==> src/rtl/instruction_fetch_pkg.sv <==
// ----------------------------------------------------------------------------
// instruction_fetch_pkg
// Shared types for the instruction fetch unit and its buffers.
//   t_data            32-bit instruction word
//   t_address         32-bit byte address
//   t_fetch_entry     {instruction, pc} pair held in the fetch buffers
//   t_fetch_state     FETCH (requests allowed) / DRAIN (waiting out stale responses)
//   INSTRUCTION_BYTES PC increment per fetched word
// ----------------------------------------------------------------------------
package instruction_fetch_pkg;

    localparam int unsigned INSTRUCTION_BYTES = 4;

    typedef logic [31:0] t_data;
    typedef logic [31:0] t_address;

    typedef struct packed {
        t_data    instruction;
        t_address pc;
    } t_fetch_entry;

    typedef enum logic {
        FETCH = 1'b0,
        DRAIN = 1'b1
    } t_fetch_state;

endpackage

==> src/rtl/fetch_fifo.sv <==
// ----------------------------------------------------------------------------
// fetch_fifo
// Synchronous FIFO of t_fetch_entry with combinational head output.
// Flush dominates push; push while full is accepted only together with a pop.
// Ports:
//   i_clk, i_reset  clock, asynchronous active-high reset
//   i_push          write i_push_entry at the tail
//   i_push_entry    entry to write
//   i_pop           drop the head entry (ignored when empty)
//   i_flush         empty the FIFO (wins over push and pop)
//   o_head          head entry (undefined content when empty)
//   o_count         number of valid entries
// ----------------------------------------------------------------------------
module fetch_fifo
    import instruction_fetch_pkg::*;
#(
    parameter int unsigned DEPTH   = 2,
    parameter int unsigned COUNT_W = $clog2(DEPTH + 1)
) (
    input  logic               i_clk,
    input  logic               i_reset,
    input  logic               i_push,
    input  t_fetch_entry       i_push_entry,
    input  logic               i_pop,
    input  logic               i_flush,
    output t_fetch_entry       o_head,
    output logic [COUNT_W-1:0] o_count
);

    localparam int unsigned        PTR_W      = (DEPTH > 1) ? $clog2(DEPTH) : 1;
    localparam logic [PTR_W-1:0]   LAST_PTR   = PTR_W'(DEPTH - 1);
    localparam logic [COUNT_W-1:0] FULL_COUNT = COUNT_W'(DEPTH);

    t_fetch_entry       r_mem [DEPTH];
    logic [PTR_W-1:0]   r_wr_ptr;
    logic [PTR_W-1:0]   r_rd_ptr;
    logic [COUNT_W-1:0] r_count;
    logic               w_do_pop;
    logic               w_do_push;

    function automatic logic [PTR_W-1:0] f_next_ptr(input logic [PTR_W-1:0] ptr);
        return (ptr == LAST_PTR) ? '0 : ptr + 1'b1;
    endfunction

    assign w_do_pop  = i_pop && (r_count != '0);
    assign w_do_push = i_push && ((r_count != FULL_COUNT) || w_do_pop);

    always_ff @(posedge i_clk or posedge i_reset) begin
        if (i_reset) begin
            r_wr_ptr <= '0;
            r_rd_ptr <= '0;
            r_count  <= '0;
        end else if (i_flush) begin
            r_wr_ptr <= '0;
            r_rd_ptr <= '0;
            r_count  <= '0;
        end else begin
            if (w_do_push) begin
                r_wr_ptr <= f_next_ptr(r_wr_ptr);
            end
            if (w_do_pop) begin
                r_rd_ptr <= f_next_ptr(r_rd_ptr);
            end
            r_count <= r_count + COUNT_W'(w_do_push) - COUNT_W'(w_do_pop);
        end
    end

    // Storage needs no reset: r_count qualifies every read.
    always_ff @(posedge i_clk) begin
        if (w_do_push && !i_flush) begin
            r_mem[r_wr_ptr] <= i_push_entry;
        end
    end

    assign o_head  = r_mem[r_rd_ptr];
    assign o_count = r_count;

endmodule

==> src/rtl/instruction_fetch.sv <==
// ----------------------------------------------------------------------------
// instruction_fetch
// Holds the PC, issues word reads to instruction memory (valid/ready request,
// in-order response), buffers returned words and presents {instruction, pc}
// to decode with a valid/ready handshake. Redirects flush the buffer and
// discard responses to requests already in flight.
// Optional feature: define FETCH_PERF_COUNTERS_EN to add o_fetch_count and
// o_flush_count.
// Ports:
//   i_clk, i_reset           clock, asynchronous active-high reset
//   o_imem_request_valid     read request valid
//   o_imem_address           word-aligned read address (current PC)
//   i_imem_request_ready     memory accepts request
//   i_imem_response_valid    read data valid (in order)
//   i_imem_response_data     instruction word
//   o_instruction_valid      buffer head valid toward decode
//   o_instruction, o_pc      buffer head word and its address
//   i_instruction_ready      decode consumes head
//   i_redirect_valid         redirect PC
//   i_redirect_target        new PC, bits [1:0] forced to 0
//   o_fetch_count            words delivered to decode (option)
//   o_flush_count            redirect cycles (option)
// ----------------------------------------------------------------------------
module instruction_fetch
    import instruction_fetch_pkg::*;
#(
    parameter logic [31:0] RESET_PC   = 32'h0000_0000,
    parameter int unsigned FIFO_DEPTH = 2
) (
    input  logic        i_clk,
    input  logic        i_reset,
    output logic        o_imem_request_valid,
    output logic [31:0] o_imem_address,
    input  logic        i_imem_request_ready,
    input  logic        i_imem_response_valid,
    input  logic [31:0] i_imem_response_data,
    output logic        o_instruction_valid,
    output logic [31:0] o_instruction,
    output logic [31:0] o_pc,
    input  logic        i_instruction_ready,
`ifdef FETCH_PERF_COUNTERS_EN
    output logic [31:0] o_fetch_count,
    output logic [31:0] o_flush_count,
`endif
    input  logic        i_redirect_valid,
    input  logic [31:0] i_redirect_target
);

    localparam int unsigned      COUNT_W      = $clog2(FIFO_DEPTH + 1);
    localparam logic [COUNT_W:0] CREDIT_LIMIT = (COUNT_W + 1)'(FIFO_DEPTH);

    t_fetch_state       r_state;
    t_fetch_state       w_state_next;
    t_address           r_pc;
    logic [COUNT_W-1:0] r_discard;
    logic [COUNT_W-1:0] w_discard_next;
    logic [COUNT_W-1:0] w_outstanding;
    logic [COUNT_W-1:0] w_outstanding_next;
    logic [COUNT_W-1:0] w_fifo_count;
    logic               w_credit;
    logic               w_request_fire;
    logic               w_response_accept;
    logic               w_push_instr;
    logic               w_pop_instr;
    logic               w_instr_valid;
    t_fetch_entry       w_tag_push;
    t_fetch_entry       w_tag_head;
    t_fetch_entry       w_instr_push;
    t_fetch_entry       w_instr_head;
    logic               w_unused_tag_instruction;

    // Words in flight plus words buffered never exceed the buffer size.
    assign w_credit = ({1'b0, w_outstanding} + {1'b0, w_fifo_count}) < CREDIT_LIMIT;

    assign w_request_fire     = o_imem_request_valid && i_imem_request_ready;
    assign w_response_accept  = i_imem_response_valid && (w_outstanding != '0);
    // A response landing in the redirect cycle is stale and dropped.
    assign w_push_instr       = w_response_accept && (r_discard == '0) && !i_redirect_valid;
    assign w_instr_valid      = (w_fifo_count != '0);
    assign w_pop_instr        = w_instr_valid && i_instruction_ready;
    assign w_outstanding_next = w_outstanding + COUNT_W'(w_request_fire)
                              - COUNT_W'(w_response_accept);

    assign w_tag_push   = '{instruction: '0, pc: r_pc};
    assign w_instr_push = '{instruction: i_imem_response_data, pc: w_tag_head.pc};
    assign w_unused_tag_instruction = ^w_tag_head.instruction;

    // The pc-tag queue occupancy is the outstanding-request count. It is never
    // flushed: stale responses still pop their tags as they are discarded.
    fetch_fifo #(
        .DEPTH   (FIFO_DEPTH),
        .COUNT_W (COUNT_W)
    ) u_tag_queue (
        .i_clk        (i_clk),
        .i_reset      (i_reset),
        .i_push       (w_request_fire),
        .i_push_entry (w_tag_push),
        .i_pop        (w_response_accept),
        .i_flush      (1'b0),
        .o_head       (w_tag_head),
        .o_count      (w_outstanding)
    );

    fetch_fifo #(
        .DEPTH   (FIFO_DEPTH),
        .COUNT_W (COUNT_W)
    ) u_instr_fifo (
        .i_clk        (i_clk),
        .i_reset      (i_reset),
        .i_push       (w_push_instr),
        .i_push_entry (w_instr_push),
        .i_pop        (w_pop_instr),
        .i_flush      (i_redirect_valid),
        .o_head       (w_instr_head),
        .o_count      (w_fifo_count)
    );

    always_ff @(posedge i_clk or posedge i_reset) begin
        if (i_reset) begin
            r_state <= FETCH;
        end else begin
            r_state <= w_state_next;
        end
    end

    always_comb begin
        w_state_next   = r_state;
        w_discard_next = r_discard;
        if (i_redirect_valid) begin
            w_discard_next = w_outstanding_next;
            w_state_next   = (w_outstanding_next != '0) ? DRAIN : FETCH;
        end else begin
            if (w_response_accept && (r_discard != '0)) begin
                w_discard_next = r_discard - 1'b1;
            end
            if ((r_state == DRAIN) && (w_discard_next == '0)) begin
                w_state_next = FETCH;
            end
        end
    end

    always_comb begin
        o_imem_request_valid = !i_reset && (r_state == FETCH) && w_credit;
        o_imem_address       = r_pc;
        o_instruction_valid  = w_instr_valid;
        o_instruction        = w_instr_valid ? w_instr_head.instruction : '0;
        o_pc                 = w_instr_valid ? w_instr_head.pc : '0;
    end

    always_ff @(posedge i_clk or posedge i_reset) begin
        if (i_reset) begin
            r_pc      <= RESET_PC;
            r_discard <= '0;
        end else begin
            r_discard <= w_discard_next;
            if (i_redirect_valid) begin
                r_pc <= i_redirect_target & ~32'h3;
            end else if (w_request_fire) begin
                r_pc <= r_pc + 32'(INSTRUCTION_BYTES);
            end
        end
    end

`ifdef FETCH_PERF_COUNTERS_EN
    logic [31:0] r_fetch_count;
    logic [31:0] r_flush_count;

    always_ff @(posedge i_clk or posedge i_reset) begin
        if (i_reset) begin
            r_fetch_count <= '0;
            r_flush_count <= '0;
        end else begin
            if (w_pop_instr) begin
                r_fetch_count <= r_fetch_count + 32'd1;
            end
            if (i_redirect_valid) begin
                r_flush_count <= r_flush_count + 32'd1;
            end
        end
    end

    assign o_fetch_count = r_fetch_count;
    assign o_flush_count = r_flush_count;
`endif

    a_response_has_request: assert property (@(posedge i_clk) disable iff (i_reset)
        !(i_imem_response_valid && (w_outstanding == '0)));

endmodule
==> config.mk <==
export PLATFORM = sky130hd
export DESIGN_NAME = instruction_fetch
export DESIGN_NICKNAME = d
export VERILOG_FILES = /design/src/rtl/instruction_fetch_pkg.sv /design/src/rtl/fetch_fifo.sv /design/src/rtl/instruction_fetch.sv
export SDC_FILE = /design/constraint.sdc
export NUM_CORES = 1
export LEC_CHECK = 0
export ABC_AREA = 1
export CAP_MARGIN = 10
export CELL_PAD_IN_SITES_DETAIL_PLACEMENT = 1
export CELL_PAD_IN_SITES_GLOBAL_PLACEMENT = 1
export CORE_MARGIN = 1.5
export CORE_UTILIZATION = 45
export DETAILED_ROUTE_END_ITERATION = 6
export PLACE_DENSITY = 0.95
export SYNTH_ARGS = -nofsm -noshare
export SYNTH_HDL_FRONTEND = slang
export SYNTH_SLANG_ARGS = --single-unit
export TNS_END_PERCENT = 20
==> constraint.sdc <==
create_clock -name i_clk -period 12.7 [get_ports i_clk]
set_input_delay 3.81 -clock i_clk [delete_from_list [all_inputs] [get_ports i_clk]]
set_output_delay 3.81 -clock i_clk [all_outputs]
set_load 0.01 [all_outputs]
==> report_table.html, run 1 <==
<table>
<tr><th>Metric</th><th>Value</th></tr>
<tr><th colspan="2">Status</th></tr>
<tr><td>Run status</td><td>complete, no violations</td></tr>
<tr><th colspan="2">Floorplanning</th></tr>
<tr><td>Die H</td><td>approximately 150 um</td></tr>
<tr><td>Io pins</td><td>168</td></tr>
<tr><td>Full die area</td><td>22600 sq um</td></tr>
<tr><td>Effective utilization at floorplan</td><td>0.461</td></tr>
<tr><td>Die width</td><td>150 um</td></tr>
<tr><td>Placeable core region</td><td>around 21000 sq um</td></tr>
<tr><td>Number of placement rows</td><td>53</td></tr>
<tr><th colspan="2">Placement</th></tr>
<tr><td>Gpl congestion</td><td>0.818</td></tr>
<tr><td>DP Wirelength</td><td>approximately 17000 um</td></tr>
<tr><td>Worst slack at placement</td><td>~3800 ps</td></tr>
<tr><td>Count of input and output buffers</td><td>161</td></tr>
<tr><th colspan="2">Clock network</th></tr>
<tr><td>Clock edge transition at the registers on the reported setup and hold paths</td><td>60 ps</td></tr>
<tr><td>Clock tree from TritonCTS</td><td>built</td></tr>
<tr><td>Number of buffers inserted to repair setup after CTS</td><td>0</td></tr>
<tr><td>TritonCTS Sinks</td><td>roughly 230</td></tr>
<tr><td>Number of clock buffers inserted by TritonCTS</td><td>25</td></tr>
<tr><td>Quantity of hold-fixing buffers added after cts</td><td>0</td></tr>
<tr><td>H-tree depth</td><td>1</td></tr>
<tr><td>Buffer type at the clock tree root</td><td>clkbuf_16</td></tr>
<tr><td>Insertion delay of the later-clocked pin in the worst-skew pair</td><td>510 ps</td></tr>
<tr><td>Clock tree buffer depth</td><td>3</td></tr>
<tr><td>Post-CTS resize count</td><td>0</td></tr>
<tr><th colspan="2">Finish</th></tr>
<tr><td>Utilization after layout</td><td>0.586</td></tr>
<tr><td>Layout cells sized above 1</td><td>0.0766</td></tr>
<tr><td>Layout overhead on the synthesized area</td><td>27.1%</td></tr>
<tr><td>Count of inserted antenna diode cells</td><td>0</td></tr>
<tr><td>Net total in the final layout</td><td>~1200</td></tr>
<tr><th colspan="2">Detailed routing</th></tr>
<tr><td>Aggregate routed wire length</td><td>roughly 27000 um</td></tr>
<tr><td>Number of vias per cell</td><td>5.31</td></tr>
<tr><td>Routed wire length per instance</td><td>19.3 um</td></tr>
<tr><td>DRC errors left</td><td>0</td></tr>
<tr><td>Antenna violation net count after detailed routing</td><td>0</td></tr>
<tr><td>Drt pass-1 iters</td><td>5</td></tr>
<tr><td>Number of design-rule violations left by the first detailed-router iteration</td><td>447</td></tr>
<tr><td>Detailed-route via count</td><td>between 7000 and 8000</td></tr>
<tr><th colspan="2">Timing</th></tr>
<tr><td>Max Transition Viols Final</td><td>0</td></tr>
<tr><td>Clock skew</td><td>15.8 ps</td></tr>
<tr><td>Worst max-slew margin expressed relative to the limit</td><td>0.271</td></tr>
<tr><td>Final critical-path required period</td><td>around 9000 ps</td></tr>
<tr><td>FMAX</td><td>~110 MHz</td></tr>
<tr><td>RSZ-0062 raised after global routing</td><td>false</td></tr>
<tr><td>Final hold violation count</td><td>0</td></tr>
<tr><td>Transition time of the tightest slew-check pin</td><td>1090 ps</td></tr>
<tr><td>Fraction of the cycle the final worst path needs</td><td>0.711</td></tr>
<tr><td>Total negative setup slack</td><td>0 ps</td></tr>
<tr><td>Setup-failing EPs final</td><td>0</td></tr>
<tr><td>Final worst-path setup slack</td><td>between 3000 and 4000 ps</td></tr>
<tr><th colspan="2">Synth</th></tr>
<tr><td>Parity-gate share of the synthesized area counting xor and xnor cells</td><td>0.0117</td></tr>
<tr><td>Post-synth cell types</td><td>31</td></tr>
<tr><td>Netlist Area Pre-Place</td><td>9760 sq um</td></tr>
<tr><td>Cell types with the highest counts after synthesis</td><td>nand2_1, edfxtp_1, a21oi_1</td></tr>
<tr><td>Post-synthesis compound-gate area fraction</td><td>0.0501</td></tr>
<tr><td>Post-synth EDFFs</td><td>184</td></tr>
<tr><td>Cell with the most instances after synthesis</td><td>nand2_1</td></tr>
<tr><td>Share of Yosys cell area claimed by the top area cell type</td><td>0.566</td></tr>
<tr><td>Number of storage elements in the synthesis netlist</td><td>~230</td></tr>
<tr><td>Average cell area after synthesis</td><td>roughly 10 sq um</td></tr>
<tr><td>Synth top area cells</td><td>edfxtp_1, nand2_1, dfrtp_1</td></tr>
<tr><td>Most instantiated flip-flop cell in the synthesis netlist</td><td>edfxtp_1</td></tr>
<tr><td>Syn Inst Count</td><td>930</td></tr>
<tr><td>Async SR Flop Fraction</td><td>0.182</td></tr>
<tr><td>Largest family of logic cells by synthesized area</td><td>simple AND/OR/NAND/NOR gates</td></tr>
<tr><td>Proportion of synthesized chip area in sequential cells</td><td>0.672</td></tr>
<tr><td>Adder and majority gate portion of the synthesized area</td><td>0.0123</td></tr>
<tr><td>Multiplexer share of the synthesized area</td><td>0</td></tr>
<tr><td>Area share of and/or/nand/nor cells after synthesis</td><td>0.209</td></tr>
<tr><td>Cell accounting for the most synthesized area</td><td>edfxtp_1</td></tr>
<tr><td>Number of warning messages in the yosys log</td><td>0</td></tr>
<tr><th colspan="2">Min path</th></tr>
<tr><td>Startpoint of the most critical hold path</td><td>r_state</td></tr>
<tr><td>Worst hold path endpoint</td><td>r_state</td></tr>
<tr><td>Hold WC Path Type</td><td>register to register</td></tr>
<tr><td>Number of cells on the worst hold path</td><td>2</td></tr>
<tr><th colspan="2">Critical path</th></tr>
<tr><td>Worst Path Arrival</td><td>5220 ps</td></tr>
<tr><td>Buffers plus inverters on the worst setup path</td><td>3</td></tr>
<tr><td>RR Endpoint</td><td>r_state</td></tr>
<tr><td>Largest stage delay on the critical path</td><td>540 ps</td></tr>
<tr><td>WS Path Type</td><td>primary input to output pin</td></tr>
<tr><td>Category of cells accounting for the largest share of critical-path delay</td><td>buffers and inverters</td></tr>
<tr><td>Maximum net fanout on the critical path</td><td>2</td></tr>
<tr><td>Crit Reg-Reg Startpoint</td><td>u_instr_fifo.o_count[0]</td></tr>
<tr><td>Data required, critical path</td><td>between 8000 and 9000 ps</td></tr>
<tr><td>R2r setup slk</td><td>10050 ps</td></tr>
<tr><td>Master of the slowest instance on the critical path</td><td>clkdlybuf4s50_1</td></tr>
<tr><td>Crit-path cells</td><td>clkdlybuf4s50_1 -&gt; nor2_2 -&gt; nand3_1 -&gt; inv_1 -&gt; clkdlybuf4s50_1</td></tr>
<tr><td>Reg2Reg Depth</td><td>13</td></tr>
<tr><td>Crit path launch type</td><td>primary input</td></tr>
<tr><td>Type of destination of the critical path</td><td>output pin</td></tr>
<tr><td>Crit path top cell by count</td><td>clkdlybuf4s50_1</td></tr>
<tr><th colspan="2">Power</th></tr>
<tr><td>Relative contribution of combinational cells to total power</td><td>0.335</td></tr>
<tr><td>Flop pwr share</td><td>0.398</td></tr>
<tr><td>Worst ir drop on vdd</td><td>0.0000972 V</td></tr>
<tr><td>Switching Power</td><td>0.883 mW</td></tr>
<tr><td>PnR Total Power</td><td>2.56 mW</td></tr>
<tr><td>Switch share</td><td>0.344</td></tr>
<tr><td>Internal power</td><td>1.68 mW</td></tr>
<tr><td>Portion of total power attributed to the clock network</td><td>0.268</td></tr>
<tr><td>Pwr/cell area</td><td>a little over 200 nW/um^2</td></tr>
<tr><td>Static Leak</td><td>4.81 nW</td></tr>
<tr><th colspan="2">Global routing</th></tr>
<tr><td>Wire length of the first global-routing pass</td><td>41500 um</td></tr>
<tr><td>Antenna violations before repair</td><td>0</td></tr>
<tr><td>GR Overflow Total</td><td>0</td></tr>
<tr><td>Maximum number of pins on one net before global-route repair</td><td>66</td></tr>
<tr><td>All-layer global routing usage</td><td>0.238</td></tr>
<tr><td>Number of global-route vias before repair</td><td>a little under 8000</td></tr>
<tr><th colspan="2">Job</th></tr>
<tr><td>Reported max-cap violation count</td><td>0</td></tr>
</table>
## cells in the final DEF (no fill, tap or decap)
cell type and n:
inv_1 61, a31oi_1 1, dfrtp_2 1, a21oi_1 63, nand3_1 54, clkbuf_1 5
o21bai_1 7, o211ai_1 2, clkinv_2 7, or2_2 1, nor2_2 11, ha_1 8
inv_2 4, nand4_1 1, o21ai_0 20, nand2_1 364, clkinv_1 1, conb_1 4
clkbuf_16 25, clkinv_4 1, clkbuf_8 4, nor2_1 30, nor2_4 11, buf_4 8
fa_1 1, nand2_4 2, and2_1 3, edfxtp_1 184, nand3b_1 2, clkinvlp_4 1
nand2_2 7, bufinv_16 1, xor2_1 6, xnor2_1 7, dfrtp_1 40, nand4_2 1
clkdlybuf4s50_1 161
## registers in the layout (all words and copies together) (netlist names)
register               flops
u_instr_fifo.r_rd_ptr      1
r_discard                  2
u_instr_fifo.o_count       2
u_tag_queue.r_mem         60
r_state                    1
u_tag_queue.r_wr_ptr       1
u_tag_queue.r_rd_ptr       1
u_instr_fifo.r_wr_ptr      1
o_imem_address            30
u_tag_queue.o_count        2
u_instr_fifo.r_mem       124
## per-layer routing
metal	vias to the layer above	wire length, um	track usage
met5	-	0	0
met4	0	753	0.0775
met3	62	1470	0.0324
met2	267	13400	0.423
met1	3621	11100	0.299
li1	3398	-	-
## metrics by stage
step           instances  hold slack [ps]  area (sq um)
3_3_place_gp        1340              492         11600
6_report            1385              540         12400
2_1_floorplan        933              471          9770
4_1_cts             1385              526         12400
5_1_grt             1385              551         12400
3_5_place_dp        1340              513         11600
## layout make-up
type / instances / area, sq um
clock inverters: 11 / 85.1
clock buffers: 34 / 699
inverters: 65 / 244
well taps: 275 / 344
fillers: 2266 / 8750
flip-flops and latches: 225 / 6550
multi-input cells: 606 / 2810
repair buffers: 169 / 1670
## power groups by stage
stage                     clock (mW)  sequential (mW)  combinational, mW
final                          0.687             1.02              0.858
after global routing           0.724             1.03              0.938
after CTS                      0.699             1.02              0.867
after detailed placement           0             1.03              0.850
after global placement             0             1.02              0.797
after floorplan                    0            0.998              0.446
## kinds of logic after synthesis
| family | Yosys count |
|---|---|
| buffers and inverters | 102 |
| DFF | 225 |
| and+or+nand+nor | 487 |
| xor gates and xnor gates | 13 |
| other | 1 |
| adders and majority gates | 9 |
| AOI/OAI and AO/OA | 93 |
## worst max path at each step
stage | start | to | slack (ps) | depth (start not counted)
after floorplan | i_reset | o_imem_request_valid | 4820 | 3
after global placement | i_reset | o_imem_request_valid | 3840 | 5
after detailed placement | i_reset | o_imem_request_valid | 3750 | 5
after CTS | i_reset | o_imem_request_valid | 3680 | 5
after global routing | i_reset | o_imem_request_valid | 3650 | 5
final | i_reset | o_imem_request_valid | 3670 | 5
## worst reg2reg max path: stages (launching register included)
cell      delay [ps]
dfrtp_1          450
nand2_1          110
inv_1             60
fa_1             450
nor2_2           170
nand4_2          180
ha_1             340
inv_1             80
ha_1             160
inv_1             50
or2_2            300
nand3b_1         100
nand2_1           60
nand2_1           80
Note: power is estimated with default switching activity, not from simulation.
==> run 2: changes to the inputs <==
--- a/config.mk
+++ b/config.mk
@@ -10,9 +10,9 @@
 export CELL_PAD_IN_SITES_DETAIL_PLACEMENT = 1
 export CELL_PAD_IN_SITES_GLOBAL_PLACEMENT = 1
 export CORE_MARGIN = 1.5
-export CORE_UTILIZATION = 45
+export CORE_UTILIZATION = 41
 export DETAILED_ROUTE_END_ITERATION = 6
-export PLACE_DENSITY = 0.95
+export PLACE_DENSITY = 0.91
 export SYNTH_ARGS = -nofsm -noshare
 export SYNTH_HDL_FRONTEND = slang
 export SYNTH_SLANG_ARGS = --single-unit
==> constraint.sdc (replaced) <==
create_clock -name i_clk -period 8.8 [get_ports i_clk]
set_input_delay 2.64 -clock i_clk [delete_from_list [all_inputs] [get_ports i_clk]]
set_output_delay 2.64 -clock i_clk [all_outputs]
set_load 0.01 [all_outputs]
==> run 2 against run 1 <==
Effect of this change:
- final cell count up 3.1%
- die area up 9.6%
- non-clock buffer count unchanged
- sequential cell count unchanged
- worst setup slack worse by 1500 ps
- critical endpoint unchanged
- highest routed layer unchanged
==> report_table.html, run 2 (synthesis gave the netlist of run 1 again) <==
<table>
<tr><th>Metric</th><th>Value</th></tr>
<tr><th colspan="2">Timing</th></tr>
<tr><td>RSZ-0062 raised after global routing</td><td>false</td></tr>
<tr><td>Fraction of the cycle the final worst path needs</td><td>0.757</td></tr>
<tr><td>Setup-failing EPs final</td><td>0</td></tr>
<tr><td>Max Transition Viols Final</td><td>0</td></tr>
<tr><td>Total negative setup slack</td><td>0 ps</td></tr>
<tr><td>Worst max-slew margin expressed relative to the limit</td><td>0.256</td></tr>
<tr><td>Transition time of the tightest slew-check pin</td><td>1110 ps</td></tr>
<tr><td>Worst hold slack</td><td>between 500 and 600 ps</td></tr>
<tr><td>Clock skew</td><td>approximately 13 ps</td></tr>
<tr><td>Final critical-path required period</td><td>around 6700 ps</td></tr>
<tr><td>FMAX</td><td>150 MHz</td></tr>
<tr><td>Final hold violation count</td><td>0</td></tr>
<tr><th colspan="2">Finish</th></tr>
<tr><td>Net total in the final layout</td><td>1170</td></tr>
<tr><td>Most common library cell in the layout ignoring fill and taps</td><td>nand2_1</td></tr>
<tr><td>Flip-flop count of the largest register after layout</td><td>124</td></tr>
<tr><td>Count of inserted antenna diode cells</td><td>0</td></tr>
<tr><td>Layout cells sized above 1</td><td>0.0739</td></tr>
<tr><td>Commonest cells after routing, fill and taps aside</td><td>nand2_1, edfxtp_1, clkdlybuf4s50_1</td></tr>
<tr><td>Layout overhead on the synthesized area</td><td>28.1%</td></tr>
<tr><td>Summed area of non-filler cells in the final layout</td><td>12500 sq um</td></tr>
<tr><td>Final Instance Count excl. Fillers</td><td>1428</td></tr>
<tr><td>Top reg by flops</td><td>u_instr_fifo.r_mem</td></tr>
<tr><th colspan="2">Placement</th></tr>
<tr><td>DP Wirelength</td><td>approximately 17000 um</td></tr>
<tr><td>Gpl congestion</td><td>0.803</td></tr>
<tr><td>Cell count after placement</td><td>approximately 1400</td></tr>
<tr><td>Count of input and output buffers</td><td>161</td></tr>
<tr><td>Total placed instance area</td><td>about 12000 sq um</td></tr>
<tr><th colspan="2">Clock network</th></tr>
<tr><td>Clock tree from TritonCTS</td><td>built</td></tr>
<tr><td>H-tree depth</td><td>1</td></tr>
<tr><td>Clock edge transition at the registers on the reported setup and hold paths</td><td>around 50 ps</td></tr>
<tr><td>Post-CTS resize count</td><td>0</td></tr>
<tr><td>Quantity of hold-fixing buffers added after cts</td><td>0</td></tr>
<tr><td>Buffer type at the clock tree root</td><td>clkbuf_16</td></tr>
<tr><td>Number of buffers inserted to repair setup after CTS</td><td>0</td></tr>
<tr><td>Number of clock buffers inserted by TritonCTS</td><td>24</td></tr>
<tr><td>TritonCTS Sinks</td><td>about 230</td></tr>
<tr><td>Clock tree buffer depth</td><td>3</td></tr>
<tr><td>Insertion delay of the later-clocked pin in the worst-skew pair</td><td>520 ps</td></tr>
<tr><th colspan="2">Power</th></tr>
<tr><td>Static Leak</td><td>4.82 nW</td></tr>
<tr><td>Pwr/cell area</td><td>297 nW/um^2</td></tr>
<tr><td>PnR Total Power</td><td>3.71 mW</td></tr>
<tr><td>Worst ir drop on vdd</td><td>between 0.0001 and 0.00015 V</td></tr>
<tr><th colspan="2">Detailed routing</th></tr>
<tr><td>DRC errors left</td><td>0</td></tr>
<tr><td>Number of design-rule violations left by the first detailed-router iteration</td><td>463</td></tr>
<tr><td>Routed wire length per instance</td><td>18.0 um</td></tr>
<tr><td>Aggregate routed wire length</td><td>25700 um</td></tr>
<tr><td>Detailed-route via count</td><td>7131</td></tr>
<tr><td>Number of vias per cell</td><td>4.99</td></tr>
<tr><td>Antenna violation net count after detailed routing</td><td>0</td></tr>
<tr><td>Drt pass-1 iters</td><td>5</td></tr>
<tr><th colspan="2">Status</th></tr>
<tr><td>Run status</td><td>complete, no violations</td></tr>
<tr><th colspan="2">Critical path</th></tr>
<tr><td>Buffers plus inverters on the worst setup path</td><td>3</td></tr>
<tr><td>Worst Path Arrival</td><td>4020 ps</td></tr>
<tr><td>Master of the slowest instance on the critical path</td><td>clkdlybuf4s50_1</td></tr>
<tr><td>Crit Reg-Reg Startpoint</td><td>u_instr_fifo.o_count[0]</td></tr>
<tr><td>Category of cells accounting for the largest share of critical-path delay</td><td>buffers and inverters</td></tr>
<tr><td>Critical path startpoint</td><td>i_reset</td></tr>
<tr><td>Total number of cells along the worst setup path</td><td>5</td></tr>
<tr><td>CP Capture Point</td><td>o_imem_request_valid</td></tr>
<tr><td>Crit-path cells</td><td>clkdlybuf4s50_1 -&gt; nor2_2 -&gt; nand3_1 -&gt; inv_1 -&gt; clkdlybuf4s50_1</td></tr>
<tr><td>Largest stage delay on the critical path</td><td>560 ps</td></tr>
<tr><td>Crit path launch type</td><td>primary input</td></tr>
<tr><td>Data required, critical path</td><td>6160 ps</td></tr>
<tr><td>Crit path top cell by count</td><td>clkdlybuf4s50_1</td></tr>
<tr><td>RR Endpoint</td><td>r_discard[1]</td></tr>
<tr><td>Type of destination of the critical path</td><td>output pin</td></tr>
<tr><td>R2r setup slk</td><td>6150 ps</td></tr>
<tr><td>Maximum net fanout on the critical path</td><td>2</td></tr>
<tr><td>Reg2Reg Depth</td><td>13</td></tr>
<tr><td>WS Path Type</td><td>primary input to output pin</td></tr>
<tr><th colspan="2">Floorplanning</th></tr>
<tr><td>Die H</td><td>between 150 and 200 um</td></tr>
<tr><td>Full die area</td><td>approximately 25000 sq um</td></tr>
<tr><td>Io pins</td><td>168</td></tr>
<tr><td>Number of placement rows</td><td>56</td></tr>
<tr><td>Effective utilization at floorplan</td><td>0.417</td></tr>
<tr><td>Placeable core region</td><td>23400 sq um</td></tr>
<tr><td>Die width</td><td>157 um</td></tr>
<tr><th colspan="2">Global routing</th></tr>
<tr><td>All-layer global routing usage</td><td>0.209</td></tr>
<tr><td>Wire length of the first global-routing pass</td><td>40300 um</td></tr>
<tr><td>Number of global-route vias before repair</td><td>7626</td></tr>
<tr><td>Maximum number of pins on one net before global-route repair</td><td>between 60 and 70</td></tr>
<tr><td>GR Overflow Total</td><td>0</td></tr>
<tr><td>Antenna violations before repair</td><td>0</td></tr>
<tr><th colspan="2">Min path</th></tr>
<tr><td>Number of cells on the worst hold path</td><td>2</td></tr>
<tr><td>Hold WC Path Type</td><td>register to register</td></tr>
<tr><td>Startpoint of the most critical hold path</td><td>r_state</td></tr>
<tr><th colspan="2">Job</th></tr>
<tr><td>Reported max-cap violation count</td><td>0</td></tr>
</table>
==> run 2: cell types whose count changed in the layout (fill, tap and decap cells not counted) <==
cell        previous run  this run
buf_12                 0         1
buf_4                  8         7
bufinv_16              1         2
clkbuf_1               5         8
clkbuf_8               4         5
clkinv_1               1         0
clkinv_2               7         2
clkinv_4               1         0
clkinvlp_4             1         2
==> run 2: layout make-up <==
class	count	area, sq um
Clock inverter	6	85.1
Timing Repair Buffer	169	1680
Tap cell	319	399
Fill cell	2522	10900
Sequential cell	225	6550
Clock buffer	38	724
Inverter	65	244
Multi-Input combinational cell	606	2810
==> run 2: report_power, final <==
part | leakage, nW | internal (mW) | switching [mW]
logic | 2.26 | 0.510 | 0.697
clock network | 0.390 | 0.623 | 0.401
registers | 2.17 | 1.33 | 0.148
==> run 2: how the worst min path moves through the flow <==
stage / slack [ps] / endpoint
6_report: 530 / r_state
5_1_grt: 550 / r_state
4_1_cts: 530 / r_state
3_5_place_dp: 510 / r_state
3_3_place_gp: 500 / r_state
2_1_floorplan: 470 / r_state
==> run 2: per-layer routing <==
layer  routed length [um]  up-vias  GRT usage
met5                    0        -          0
met4                  511        0     0.0584
met3                 1360       34     0.0366
met2                12900      207      0.367
met1                10900     3495      0.266
li1                     -     3395          -
==> run 2: worst reg2reg max path, cell delays in order (launching register included) <==
cell and delay (ps):
dfrtp_1 430, nand2_1 90, inv_1 50, fa_1 450
nor2_2 180, nand4_2 190, ha_1 350, inv_1 70
ha_1 140, inv_1 50, or2_2 300, nand2_1 80
nand2_1 70, o21ai_0 100
==> run 2: metrics by stage <==
step	utilization	worst slack, ps
final	0.534	2140
after global routing	0.534	2140
after CTS	0.533	2140
after detailed placement	0.498	2160
after global placement	0.498	2280
after floorplan	-	2730
==> run 3: changes to the inputs <==
==> constraint.sdc (replaced) <==
create_clock -name i_clk -period 6.3 [get_ports i_clk]
set_input_delay 1.89 -clock i_clk [delete_from_list [all_inputs] [get_ports i_clk]]
set_output_delay 1.89 -clock i_clk [all_outputs]
set_load 0.01 [all_outputs]
==> run 3 against run 2 <==
Effect of this change:
- sequential share of layout area down 0.42 points
- register-to-register slack lost 2700 ps
- worst setup slack worse by 860 ps
- final cell count is 0.21% higher
- die area did not move
- critical path type unchanged
- highest routed layer unchanged
==> report_table.html, run 3 (synthesis gave the netlist of run 1 again) <==
<table>
<tr><th>Metric</th><th>Value</th></tr>
<tr><th colspan="2">Timing</th></tr>
<tr><td>RSZ-0062 raised after global routing</td><td>false</td></tr>
<tr><td>Max Transition Viols Final</td><td>0</td></tr>
<tr><td>Worst hold slack</td><td>around 540 ps</td></tr>
<tr><td>Total negative setup slack</td><td>0 ps</td></tr>
<tr><td>Worst max-slew margin expressed relative to the limit</td><td>0.250</td></tr>
<tr><td>Transition time of the tightest slew-check pin</td><td>about 1100 ps</td></tr>
<tr><td>Final hold violation count</td><td>0</td></tr>
<tr><td>Fraction of the cycle the final worst path needs</td><td>0.797</td></tr>
<tr><td>Final critical-path required period</td><td>5020 ps</td></tr>
<tr><td>Setup-failing EPs final</td><td>0</td></tr>
<tr><td>FMAX</td><td>199 MHz</td></tr>
<tr><td>Clock skew</td><td>11.8 ps</td></tr>
<tr><th colspan="2">Power</th></tr>
<tr><td>Switch share</td><td>0.331</td></tr>
<tr><td>Switching Power</td><td>1.78 mW</td></tr>
<tr><td>Static Leak</td><td>4.87 nW</td></tr>
<tr><td>Relative contribution of combinational cells to total power</td><td>0.321</td></tr>
<tr><td>Worst ir drop on vdd</td><td>0.000219 V</td></tr>
<tr><td>Pwr/cell area</td><td>between 400 and 500 nW/um^2</td></tr>
<tr><td>Flop pwr share</td><td>0.381</td></tr>
<tr><td>Portion of total power attributed to the clock network</td><td>0.298</td></tr>
<tr><td>Internal power</td><td>approximately 3.6 mW</td></tr>
<tr><th colspan="2">Critical path</th></tr>
<tr><td>Worst Path Arrival</td><td>3130 ps</td></tr>
<tr><td>Reg2Reg Depth</td><td>7</td></tr>
<tr><td>Type of destination of the critical path</td><td>output pin</td></tr>
<tr><td>Crit Reg-Reg Startpoint</td><td>u_tag_queue.o_count[1]</td></tr>
<tr><td>Crit path launch type</td><td>primary input</td></tr>
<tr><td>WS Path Type</td><td>primary input to output pin</td></tr>
<tr><td>Data required, critical path</td><td>around 4400 ps</td></tr>
<tr><td>Maximum net fanout on the critical path</td><td>2</td></tr>
<tr><td>RR Endpoint</td><td>u_instr_fifo.r_mem[1][46]</td></tr>
<tr><td>R2r setup slk</td><td>3470 ps</td></tr>
<tr><th colspan="2">Clock network</th></tr>
<tr><td>Buffer type at the clock tree root</td><td>clkbuf_16</td></tr>
<tr><td>Post-CTS resize count</td><td>0</td></tr>
<tr><td>Insertion delay of the later-clocked pin in the worst-skew pair</td><td>510 ps</td></tr>
<tr><td>Clock tree buffer depth</td><td>3</td></tr>
<tr><td>H-tree depth</td><td>1</td></tr>
<tr><td>TritonCTS Sinks</td><td>225</td></tr>
<tr><td>Clock tree from TritonCTS</td><td>built</td></tr>
<tr><td>Number of buffers inserted to repair setup after CTS</td><td>0</td></tr>
<tr><td>Number of clock buffers inserted by TritonCTS</td><td>25</td></tr>
<tr><td>Clock edge transition at the registers on the reported setup and hold paths</td><td>60 ps</td></tr>
<tr><td>Quantity of hold-fixing buffers added after cts</td><td>0</td></tr>
<tr><th colspan="2">Min path</th></tr>
<tr><td>Worst hold path endpoint</td><td>r_state</td></tr>
<tr><td>Startpoint of the most critical hold path</td><td>r_state</td></tr>
<tr><td>Number of cells on the worst hold path</td><td>2</td></tr>
<tr><td>Hold WC Path Type</td><td>register to register</td></tr>
<tr><th colspan="2">Detailed routing</th></tr>
<tr><td>Met1 layer wirelength in the final routing</td><td>10800 um</td></tr>
<tr><td>Routed wire length per instance</td><td>19.0 um</td></tr>
<tr><td>Antenna violation net count after detailed routing</td><td>0</td></tr>
<tr><td>Number of design-rule violations left by the first detailed-router iteration</td><td>416</td></tr>
<tr><td>DRC errors left</td><td>0</td></tr>
<tr><td>Detailed-route via count</td><td>between 7000 and 8000</td></tr>
<tr><td>Aggregate routed wire length</td><td>27100 um</td></tr>
<tr><td>Met2 Wirelength</td><td>between 10000 and 15000 um</td></tr>
<tr><td>Drt pass-1 iters</td><td>5</td></tr>
<tr><td>Max Used Layer</td><td>met4</td></tr>
<tr><td>Amount of wire on met3 after detailed routing</td><td>between 1500 and 2000 um</td></tr>
<tr><td>Number of vias per cell</td><td>5.13</td></tr>
<tr><th colspan="2">Placement</th></tr>
<tr><td>DP Wirelength</td><td>18100 um</td></tr>
<tr><td>Total placed instance area</td><td>11700 sq um</td></tr>
<tr><td>Gpl congestion</td><td>0.798</td></tr>
<tr><td>Count of input and output buffers</td><td>161</td></tr>
<tr><th colspan="2">Global routing</th></tr>
<tr><td>GR Overflow Total</td><td>0</td></tr>
<tr><td>Number of global-route vias before repair</td><td>7819</td></tr>
<tr><td>Maximum number of pins on one net before global-route repair</td><td>65</td></tr>
<tr><td>Antenna violations before repair</td><td>0</td></tr>
<tr><td>All-layer global routing usage</td><td>0.222</td></tr>
<tr><td>Wire length of the first global-routing pass</td><td>42300 um</td></tr>
<tr><th colspan="2">Finish</th></tr>
<tr><td>Most common library cell in the layout ignoring fill and taps</td><td>nand2_1</td></tr>
<tr><td>Top reg by flops</td><td>u_instr_fifo.r_mem</td></tr>
<tr><td>Number of fill cells in the layout</td><td>2566</td></tr>
<tr><td>Flip-flop count of the largest register after layout</td><td>124</td></tr>
<tr><td>Layout cells sized above 1</td><td>0.0773</td></tr>
<tr><td>Utilization after layout</td><td>0.538</td></tr>
<tr><td>Summed area of non-filler cells in the final layout</td><td>between 10000 and 15000 sq um</td></tr>
<tr><td>Commonest cells after routing, fill and taps aside</td><td>nand2_1, edfxtp_1, clkdlybuf4s50_1</td></tr>
<tr><td>Net total in the final layout</td><td>1173</td></tr>
<tr><td>Count of inserted antenna diode cells</td><td>0</td></tr>
<tr><td>Layout overhead on the synthesized area</td><td>29.1%</td></tr>
<tr><th colspan="2">Floorplanning</th></tr>
<tr><td>Io pins</td><td>168</td></tr>
<tr><td>Full die area</td><td>24700 sq um</td></tr>
<tr><td>Effective utilization at floorplan</td><td>0.417</td></tr>
<tr><td>Die width</td><td>around 160 um</td></tr>
<tr><td>Die H</td><td>157 um</td></tr>
<tr><td>Number of placement rows</td><td>56</td></tr>
<tr><td>Placeable core region</td><td>23400 sq um</td></tr>
<tr><th colspan="2">Job</th></tr>
<tr><td>Reported max-cap violation count</td><td>0</td></tr>
<tr><th colspan="2">Status</th></tr>
<tr><td>Run status</td><td>complete, no violations</td></tr>
</table>
## run 3: layer usage
| metal | vias to the layer above | track usage |
|---|---|---|
| li1 | 3397 | - |
| met1 | 3637 | 0.269 |
| met2 | 250 | 0.397 |
| met3 | 59 | 0.0407 |
| met4 | 0 | 0.0732 |
| met5 | - | 0 |
## run 3: power by group through the flow
stage               combinational [mW]  clock, mW  sequential, mW
floorplan                        0.900          0            2.01
global placement                  1.62          0            2.05
detailed placement                1.72          0            2.07
CTS                               1.75       1.63            2.05
global route                      1.89       1.68            2.07
finish                            1.72       1.60            2.05
## run 3: worst max-delay path by stage
stage / start / end / slack, ps / cells past startpoint
3_3_place_gp: i_reset / o_imem_request_valid / 1280 / 5
5_1_grt: i_reset / o_imem_request_valid / 1200 / 5
3_5_place_dp: i_reset / o_imem_request_valid / 1270 / 5
6_report: i_reset / o_imem_request_valid / 1280 / 5
2_1_floorplan: i_imem_response_valid / u_instr_fifo.r_mem[0][10] / 980 / 4
4_1_cts: i_reset / o_imem_request_valid / 1270 / 5
## run 3: cell type report
| type | instances | area, sq um | area share |
|---|---|---|---|
| clock buffer | 36 | 707 | 0.0561 |
| clock inverter | 9 | 200 | 0.0159 |
| inverter | 65 | 244 | 0.0194 |
| multi-input combinational | 606 | 2810 | 0.223 |
| sequential | 225 | 6550 | 0.520 |
| tap | 319 | 399 | 0.0317 |
| timing repair buffer | 171 | 1690 | 0.134 |
## run 3: critical path: stages
cell and delay [ps]:
clkdlybuf4s50_1 430, nor2_2 120, nand3_1 80, inv_1 70, clkdlybuf4s50_1 530
## run 3: stage by stage
step,cells,setup WS [ps],power [mW]
after detailed placement,1386,1270,3.80
after CTS,1431,1270,5.43
final,1431,1280,5.38
after global routing,1431,1200,5.65
after global placement,1386,1280,3.67
after floorplan,933,978,2.91
